<file path="src/rtl/prim_util_pkg_u.sv">
// Shared utility functions for index-width computation.
package prim_util_pkg_u;

    // Bits needed to index a vector of the given size; a single entry still takes one bit.
    function automatic int unsigned vbits(input int unsigned value);
        return (value <= 1) ? 1 : $clog2(value);
    endfunction

endpackage

</file>
<file path="src/rtl/uart_tx_arb_pkg.sv">
// Types and constants for the UART TX round-robin packet arbiter.
package uart_tx_arb_pkg;
    import prim_util_pkg_u::*;

    localparam int unsigned MaxNumReq = 16;
    localparam int unsigned MaxIdxW   = vbits(MaxNumReq);

    // Source-tag byte; the granted index is OR-ed into the low nibble.
    localparam logic [7:0] TagBase = 8'hA0;

    typedef enum logic [1:0] {
        StIdle = 2'b00,
        StTag  = 2'b01,
        StLock = 2'b10
    } state_e;

endpackage

</file>
<file path="src/rtl/uart_tx_rr_pick.sv">
// Combinational rotate-priority picker: first set request at or above ptr_i, wrapping.
module uart_tx_rr_pick
    import prim_util_pkg_u::*;
#(
    parameter int unsigned NumReq = 4,
    parameter int unsigned IdxW   = vbits(NumReq)
) (
    input  logic [NumReq-1:0] req_i,
    input  logic [IdxW-1:0]   ptr_i,
    output logic [IdxW-1:0]   idx_o,
    output logic              valid_o
);

    int unsigned     cand;
    logic [IdxW-1:0] cand_idx;

    // Scan NumReq candidates starting at the pointer; the mod keeps every index in range.
    always_comb begin
        idx_o    = '0;
        valid_o  = 1'b0;
        cand     = 0;
        cand_idx = '0;
        for (int unsigned i = 0; i < NumReq; i++) begin
            cand = 32'(ptr_i) + i;
            if (cand >= NumReq) begin
                cand = cand - NumReq;
            end
            cand_idx = IdxW'(cand);
            if (!valid_o && req_i[cand_idx]) begin
                idx_o   = cand_idx;
                valid_o = 1'b1;
            end
        end
    end

endmodule

</file>
<file path="src/rtl/uart_tx_rr_arb.sv">
// Round-robin packet arbiter sharing the UART TX byte channel among NumReq requesters.
// Optional source-tag byte before each packet when UART_TX_ARB_TAG_EN is defined.
module uart_tx_rr_arb
    import uart_tx_arb_pkg::*;
    import prim_util_pkg_u::*;
#(
    parameter int unsigned NumReq = 4,
    parameter int unsigned DataW  = 8,
    localparam int unsigned IdxW  = vbits(NumReq)
) (
    input  logic                    clk_i,
    input  logic                    rst_ni,
    input  logic [NumReq-1:0]       req_valid_i,
    input  logic [NumReq*DataW-1:0] req_data_i,
    input  logic [NumReq-1:0]       req_last_i,
    output logic [NumReq-1:0]       req_ready_o,
    output logic                    tx_valid_o,
    output logic [DataW-1:0]        tx_data_o,
    output logic                    tx_last_o,
    input  logic                    tx_ready_i,
    output logic [IdxW-1:0]         gnt_idx_o,
    output logic                    busy_o
);

    if (NumReq < 1 || NumReq > MaxNumReq || IdxW > MaxIdxW) begin : gen_num_req_check
        $error("uart_tx_rr_arb: NumReq must be within 1..16");
    end

    state_e          state_q, state_d;
    logic [IdxW-1:0] ptr_q, ptr_d;
    logic [IdxW-1:0] gnt_q, gnt_d;
    logic [IdxW-1:0] pick_idx;
    logic            pick_valid;
    logic [DataW-1:0] req_data_arr [NumReq];

    // Unpack the flat byte bus so the granted lane is a plain array index.
    always_comb begin
        for (int unsigned k = 0; k < NumReq; k++) begin
            req_data_arr[k] = req_data_i[k*DataW +: DataW];
        end
    end

    uart_tx_rr_pick #(
        .NumReq (NumReq),
        .IdxW   (IdxW)
    ) u_pick (
        .req_i   (req_valid_i),
        .ptr_i   (ptr_q),
        .idx_o   (pick_idx),
        .valid_o (pick_valid)
    );

    // State, round-robin pointer and grant registers.
    always_ff @(posedge clk_i or negedge rst_ni) begin
        if (!rst_ni) begin
            state_q <= StIdle;
            ptr_q   <= '0;
            gnt_q   <= '0;
        end else begin
            state_q <= state_d;
            ptr_q   <= ptr_d;
            gnt_q   <= gnt_d;
        end
    end

    // Next-state and output decode; outputs are idle except while a grant is held.
    always_comb begin
        state_d     = state_q;
        ptr_d       = ptr_q;
        gnt_d       = gnt_q;
        busy_o      = 1'b0;
        tx_valid_o  = 1'b0;
        tx_data_o   = '0;
        tx_last_o   = 1'b0;
        req_ready_o = '0;
        case (state_q)
            StIdle: begin
                if (pick_valid) begin
                    gnt_d = pick_idx;
`ifdef UART_TX_ARB_TAG_EN
                    state_d = StTag;
`else
                    state_d = StLock;
`endif
                end
            end
`ifdef UART_TX_ARB_TAG_EN
            StTag: begin
                busy_o     = 1'b1;
                tx_valid_o = 1'b1;
                tx_data_o  = DataW'(TagBase) | DataW'(gnt_q);
                if (tx_ready_i) begin
                    state_d = StLock;
                end
            end
`endif
            StLock: begin
                busy_o              = 1'b1;
                tx_valid_o          = req_valid_i[gnt_q];
                tx_data_o           = req_data_arr[gnt_q];
                tx_last_o           = req_last_i[gnt_q];
                req_ready_o[gnt_q]  = tx_ready_i;
                if (tx_valid_o && tx_ready_i && tx_last_o) begin
                    ptr_d   = (gnt_q == IdxW'(NumReq - 1)) ? '0 : gnt_q + 1'b1;
                    state_d = StIdle;
                end
            end
            default: state_d = StIdle;
        endcase
    end

    assign gnt_idx_o = gnt_q;

endmodule

</file>
<file path="config.mk">
export PLATFORM = sky130hd
export DESIGN_NAME = uart_tx_rr_arb
export DESIGN_NICKNAME = d
export VERILOG_FILES = /design/src/rtl/prim_util_pkg_u.sv /design/src/rtl/uart_tx_arb_pkg.sv /design/src/rtl/uart_tx_rr_pick.sv /design/src/rtl/uart_tx_rr_arb.sv
export SDC_FILE = /design/constraint.sdc
export NUM_CORES = 1
export LEC_CHECK = 0
export ABC_AREA = 1
export BUFFER_PORTS_ARGS = -buffer_cell sky130_fd_sc_hd__buf_2
export CORE_MARGIN = 2
export CORE_UTILIZATION = 45
export CTS_CLUSTER_SIZE = 12
export DETAILED_ROUTE_END_ITERATION = 12
export PLACE_DENSITY_LB_ADDON = 0.2
export SYNTH_ARGS = -nofsm -noshare
export SYNTH_HDL_FRONTEND = slang
export SYNTH_SLANG_ARGS = --single-unit
</file>
<file path="constraint.sdc">
create_clock -name clk_i -period 2.5 [get_ports clk_i]
set_input_delay 0.375 -clock clk_i [delete_from_list [all_inputs] [get_ports clk_i]]
set_output_delay 0.375 -clock clk_i [all_outputs]
set_load 0.01 [all_outputs]
</file>
==> results by group, run 1 <==
Clock tree
  • CTS tree: done
  • Postcts setup bufs: 0
  • Clock transition at path regs: 0.04 ns
  • CTS Buf Count: 3
  • Clk_lat worst skew: 0.24 ns
  • Clock buffer depth: 2
  • H-Tree Depth: 1
  • CTS root buffer: clkbuf_4
  • Clock Sinks: 5

STA
  • Setup TNS: 0 ns
  • Tcrit/Tclk final: 0.8677
  • Setup violators final: 0
  • Max-slew violations: 0
  • Clock Skew: 0.002689 ns
  • RSZ-0062 raised after global routing: no
  • Final hold vios: 0
  • Hold Slack: 0.4762 ns
  • Worst-Margin Slew: 0.4885 ns
  • Fmax: 461.0 MHz
  • Slew headroom: 0.6740
  • Min cycle time layout: 2.169 ns

Floorplanning
  • # IOs: 60
  • Die width: 48.78 um
  • Initial core utilization: 0.4694
  • Core area: 1922 um2
  • Die Area: 2379 um2
  • Row cnt: 16
  • Die height: 48.78 um

Pwr
  • P_leak: 0.7275 nW
  • Switch Pwr: 0.0008197 W
  • Logic pwr share: 0.796
  • Power share of the clock group: 0.065
  • Power Dens Cells: 1150 nW/um2
  • Switching fraction of total power: 0.5811
  • Sequential power share: 0.139
  • Internal: 0.0005909 W
  • Peak VDD IR: 0.6947 mV

Place
  • Port buffer count: 59
  • Post-DP Area: 1190 um2
  • Placer congestion estimate: 0.9070
  • Dpl hpwl: 2118 um

Logic synthesis
  • Asr flop ratio synth: 1.000
  • Cell taking the most area after synthesis: nor2_1
  • Yosys top cell area share: 0.1831
  • Post-synth top cells: 44 x nor2_1, 41 x nand2_1, 18 x o21ai_0, 14 x inv_1, 10 x a21oi_1
  • Synthesized area per cell: 5.215 um2
  • Most frequent cell after synthesis: nor2_1
  • Top cells by area, synth: nor2_1 18%, nand2_1 17%, dfrtp_1 14%
  • Post-synth EDFFs: 0
  • Synth Warn #: 0
  • Yosys cell types: 21
  • Cell count after synthesis: 173
  • Register area share after synthesis: 0.1387
  • Mapped Area: 902.1 um2
  • Syn nets: 220
  • Prevailing post-synth register cell: dfrtp_1
  • Synthesized flop and latch total: 5

Detailed routing
  • Via count: 1281
  • DRT Pass-1 Iters: 4
  • Vias/cell: 4.984
  • DR iter-0 viols: 35
  • # DRC: 0
  • Wire per inst: 10.60 um
  • Final antenna-violating net count: 0
  • Routed WL: 2724 um

Global routing
  • Global-route wire length before repair: 4657 um
  • GRT overflow: 0
  • Largest net degree at the start of global routing: 27
  • Vias in the first global route: 1173
  • Overall global routing resource usage: 0.2375
  • Initial antenna violation count: 0

Layout
  • Share of cells above drive strength 1: 0.3174
  • Final layout net count: 278
  • Fillcell total: 209
  • Area growth, synth to finish: 35.92%
  • Antenna cell count: 0
  • Final instance area: 1226 um2
  • Fin util: 0.6380

Setup path
  • CP startpoint kind: register
  • CP top delay family: flip-flops
  • Critical path's largest stage delay: 0.63 ns
  • Worst Path Required: 2.12 ns
  • Slowest stage cell on the critical path: dfrtp_1
  • CP endpoint kind: output pin
  • Arrival time worst endpoint: 1.79 ns
  • CP Class: register to output pin
  • Crit path max fanout: 14
  • CP Cell Sequence: inv_2 > nor2_1 > o21ai_1 > o21ai_1 > inv_1 > nor2_1 > buf_2
  • Worst Path Buf+Inv: 3

Run
  • Total of max-cap violations: 0

Status
  • Status: complete, no violations

Worst hold path
  • HP Class: primary input to async pin
placed cells by master, fill, tap and decap left out, types with 4 or more instances in the layout:
cell,count
buf_2,59
nand3_1,9
inv_1,14
o21ai_0,18
nor2_1,44
o21ai_1,6
ha_1,4
inv_2,4
dfrtp_1,5
a21oi_1,10
nand2_1,41
kinds of logic after synthesis:
family                     Yosys count  share of synthesized area
AOI/OAI and AO/OA                   35                     0.1956
adders and majority gates            4                    0.05548
buffers and inverters               26                     0.1290
DFF                                  5                     0.1387
and+or+nand+nor                    103                     0.4813
metrics by stage:
step / setup WS, ns / power (W) / std cells
2_1_floorplan: 0.7657 / 0.001026 / 173
3_3_place_gp: 0.7390 / 0.001277 / 252
3_5_place_dp: 0.6157 / 0.001302 / 252
4_1_cts: 0.3457 / 0.001405 / 257
5_1_grt: 0.1914 / 0.001586 / 257
6_report: 0.3308 / 0.001411 / 257
layer usage:
metal | vias to the layer above | wire [um] | GRT usage | part of all wire
li1 | 665 | - | - | -
met1 | 562 | 1280 | 0.2971 | 0.47
met2 | 52 | 1243 | 0.4087 | 0.46
met3 | 2 | 179 | 0.04601 | 0.066
met4 | 0 | 21 | 0.07619 | 0.0077
met5 | - | 0 | 0 | 0
worst paths after layout:
kind                                     startpoint                       end  slack, ns  cells after the start
max reg2reg                gnt_idx_o[1]$_DFFE_PN0P_      ptr_q[0]$_DFFE_PN0P_       0.74                      8
min                                          rst_ni  gnt_idx_o[1]$_DFFE_PN0P_       0.48                      2
min reg2reg                    ptr_q[1]$_DFFE_PN0P_      ptr_q[1]$_DFFE_PN0P_       0.69                      2
max in group asynchronous                    rst_ni      ptr_q[0]$_DFFE_PN0P_       1.89                      2
min in group clk_i                   req_valid_i[2]  gnt_idx_o[1]$_DFFE_PN0P_       0.64                      7
max                        gnt_idx_o[1]$_DFFE_PN0P_                 tx_last_o       0.33                      7
state kept, by name, indices dropped and copies added, names as in the netlist:
signal / flops
ptr_q: 2
state_q: 1
gnt_idx_o: 2
final cells by class:
cell class,instances,area (um2),area share
sequential,5,125.1,0.1020
inverter,18,67.56,0.05510
timing repair buffer,61,312.8,0.2551
tap,27,33.78,0.02755
multi-input combinational,142,660.6,0.5388
clock buffer,4,26.28,0.02143
worst reg2reg max path, delay by kind of cell (launching register included):
family | cells | cell delay, ns
simple gates | 4 | 0.52
buf+inv | 2 | 0.33
flops | 1 | 0.63
compound gates | 2 | 0.23
what timing repair did:
item / in CTS / in global routing
hold buffers: 1 / 0
hold endpoints to repair: 5 / 0
resized for setup: 0 / 0
setup endpoints to repair: 0 / 0
power by group through the flow:
| stage | registers, W | logic (W) | clock network [W] |
|---|---|---|---|
| 2_1_floorplan | 0.000174 | 0.000852 | 0 |
| 3_3_place_gp | 0.000193 | 0.00108 | 0 |
| 3_5_place_dp | 0.000197 | 0.00111 | 0 |
| 4_1_cts | 0.000195 | 0.00111 | 0.0000958 |
| 5_1_grt | 0.000207 | 0.00128 | 0.000102 |
| 6_report | 0.000196 | 0.00112 | 0.0000918 |
(Power assumes the default switching activity.)
==> run 2, diff against run 1 <==
CORE_UTILIZATION = 44   (was 45)
SYNTH_HIERARCHICAL = 1   (was default)
clock period = 2.45 ns   (was 2.5 ns; I/O delays follow)
==> run 2 against run 1 <==
  * Wire length increased by 1.5%
  * Clock skew up 0.0072 ns
  * Synthesized cell count grew 6.9%
  * Via count rose by 0.94%
  * Core utilization down 2.9 points
  * Critical path type unchanged
  * Worst setup slack better by 0.0059 ns
  * Clock power increased by 5.3%
  * Die area rose by 14%
  * Clock-buffer cell count unchanged
==> results by group, run 2 <==
Status
  • Status: complete, no violations

Logic synthesis
  • Yosys cell types: 21
  • Top cells by area, synth: nor2_1 15%, nand2_1 15%, dfrtp_1 12%
  • Synthesized-area fraction occupied by and/or/nand/nor cells: 0.5467
  • Synthesized flop and latch total: 5
  • Yosys top cell area share: 0.1548
  • Cell count after synthesis: 185
  • Synthesized area per cell: 5.505 um2
  • Register area share after synthesis: 0.1229
  • Largest family of logic cells by synthesized area: simple AND/OR/NAND/NOR gates
  • Synth Area in Adders: 0.04914
  • Post-synth EDFFs: 0
  • Mapped Area: 1018 um2
  • Synth Area in Compound Gates: 0.1511
  • Post-synthesis mux area share: 0
  • Synth Warn #: 6
  • Syn nets: 232
  • Cell taking the most area after synthesis: nor2_1
  • Most frequent cell after synthesis: nor2_1
  • Asr flop ratio synth: 1.000
  • Synth Area in XOR/XNOR: 0
  • Prevailing post-synth register cell: dfrtp_1
  • Post-synth top cells: 42 x nor2_1, 40 x nand2_1, 17 x inv_1, 14 x nand2_2, 12 x a21oi_1

STA
  • Setup violators final: 0
  • Final hold vios: 0
  • Fmax: 473.2 MHz
  • Slew headroom: 0.6891
  • Min cycle time layout: 2.113 ns
  • Tcrit/Tclk final: 0.8626
  • Clock Skew: 0.009885 ns
  • Setup TNS: 0 ns
  • Worst setup margin: 0.3367 ns
  • RSZ-0062 raised after global routing: no
  • Worst-Margin Slew: 0.4663 ns
  • Max-slew violations: 0

Floorplanning
  • Die height: 52.11 um
  • Row cnt: 17
  • Die Area: 2715 um2
  • # IOs: 60
  • Core area: 2191 um2
  • Initial core utilization: 0.4649
  • Die width: 52.11 um

Worst hold path
  • HP Class: primary input to async pin

Global routing
  • GRT overflow: 0
  • Vias in the first global route: 1099
  • Overall global routing resource usage: 0.2172
  • Largest net degree at the start of global routing: 24
  • Global-route wire length before repair: 4554 um
  • Initial antenna violation count: 0

Clock tree
  • PostCTS Resize Cnt: 0
  • Clock buffer depth: 2
  • H-Tree Depth: 1
  • Clock transition at path regs: 0.05 ns
  • Clock Sinks: 5
  • CTS Buf Count: 3
  • CTS root buffer: clkbuf_4
  • Postcts setup bufs: 0
  • Cts hold-fix bufs: 1
  • Clk_lat worst skew: 0.25 ns
  • CTS tree: done

Setup path
  • Crit path max fanout: 15
  • Slowest stage cell on the critical path: dfrtp_1
  • CP top delay family: flip-flops
  • CP Cell Sequence: inv_1 > nor2_1 > o21ai_0 > a21oi_1 > buf_2
  • Worst Path Buf+Inv: 2
  • CP Class: register to output pin
  • CP endpoint kind: output pin
  • Arrival time worst endpoint: 1.75 ns
  • R2R Setup Slk: 0.69 ns
  • CP startpoint kind: register
  • Worst Path Required: 2.08 ns
  • Critical path's largest stage delay: 0.62 ns

Pwr
  • Sequential power share: 0.140
  • Switch Pwr: 0.0009954 W
  • P_leak: 0.7751 nW
  • Peak VDD IR: 0.7476 mV
  • Logic pwr share: 0.804
  • Power Dens Cells: 1276 nW/um2
  • Power share of the clock group: 0.057
  • Internal: 0.0007077 W
  • Switching fraction of total power: 0.5845

Detailed routing
  • DR iter-0 viols: 24
  • DRT Pass-1 Iters: 4
  • Final antenna-violating net count: 0
  • Via count: 1293
  • Vias/cell: 4.789
  • Routed WL: 2764 um
  • # DRC: 0
  • Wire per inst: 10.24 um

Layout
  • Commonest non-fill, non-tap cell in the layout: buf_2
  • Fillcell total: 245
  • Share of cells above drive strength 1: 0.3719
  • Final instance area: 1335 um2
  • Area growth, synth to finish: 31.08%
  • Final layout net count: 290
  • Commonest non-fill, non-tap cells in the layout: 59 x buf_2, 42 x nor2_1, 40 x nand2_1
  • Antenna cell count: 0
  • Fin util: 0.6094

Place
  • Setup WS pre-CTS: 0.6387 ns
  • Dpl hpwl: 2173 um
  • Placer congestion estimate: 0.9209
  • Post-DP Area: 1299 um2
  • Port buffer count: 59

Run
  • Total of max-cap violations: 0
run 2: cell count changes in the layout (fill, tap and decap cells not counted), sizes merged, moves of 2 or more:
| cell | previous run | this run |
|---|---|---|
| nand2 | 44 | 57 |
| a21oi | 10 | 13 |
| nand3 | 10 | 14 |
| o21ai | 24 | 17 |
| inv | 18 | 20 |
run 2: routing by layer:
layer | wire length, um | up-vias | global-route usage
met5 | 0 | - | 0
met4 | 0 | 0 | 0.05263
met3 | 159 | 0 | 0.03448
met2 | 1302 | 32 | 0.3523
met1 | 1302 | 571 | 0.2982
li1 | - | 690 | -
run 2: path summary, 6_finish.rpt:
kind / start / to / cells after the start
max: gnt_idx_o[1]$_DFFE_PN0P_ / tx_data_o[7] / 5
min: rst_ni / state_q[1]$_DFFE_PN0P_ / 2
max reg2reg: ptr_q[0]$_DFFE_PN0P_ / gnt_idx_o[1]$_DFFE_PN0P_ / 8
min reg2reg: state_q[1]$_DFFE_PN0P_ / state_q[1]$_DFFE_PN0P_ / 2
max in group asynchronous: rst_ni / ptr_q[1]$_DFFE_PN0P_ / 2
min in group clk_i: state_q[1]$_DFFE_PN0P_ / state_q[1]$_DFFE_PN0P_ / 2
run 2: cells by family after synthesis:
group / after synthesis
adders and majority gates: 4
buffers and inverters: 28
AOI/OAI and AO/OA: 30
DFF: 5
and+or+nand+nor: 118
run 2: cell type report:
type	count	area [um2]	share of cell area
Clock buffer	4	26.28	0.01968
Inverter	20	75.07	0.05623
Multi-Input combinational cell	152	760.7	0.5698
Sequential cell	5	125.1	0.09372
Tap cell	28	35.03	0.02624
Timing Repair Buffer	61	312.8	0.2343
run 2: per-stage QoR:
stage	hold slack (ns)	instances	total power, W
6_report	0.4632	270	0.001703
5_1_grt	0.4580	270	0.001923
2_1_floorplan	0.07191	185	0.001294
3_3_place_gp	0.1867	265	0.001604
4_1_cts	0.4501	270	0.001713
3_5_place_dp	0.1882	265	0.001601
run 2: power by group through the flow:
stage / combinational [W] / sequential, W / clock, W
floorplan: 0.00111 / 0.000187 / 0
global placement: 0.00137 / 0.000236 / 0
detailed placement: 0.00136 / 0.000237 / 0
CTS: 0.00137 / 0.000237 / 0.000101
global route: 0.00156 / 0.000253 / 0.000110
finish: 0.00137 / 0.000238 / 0.0000967
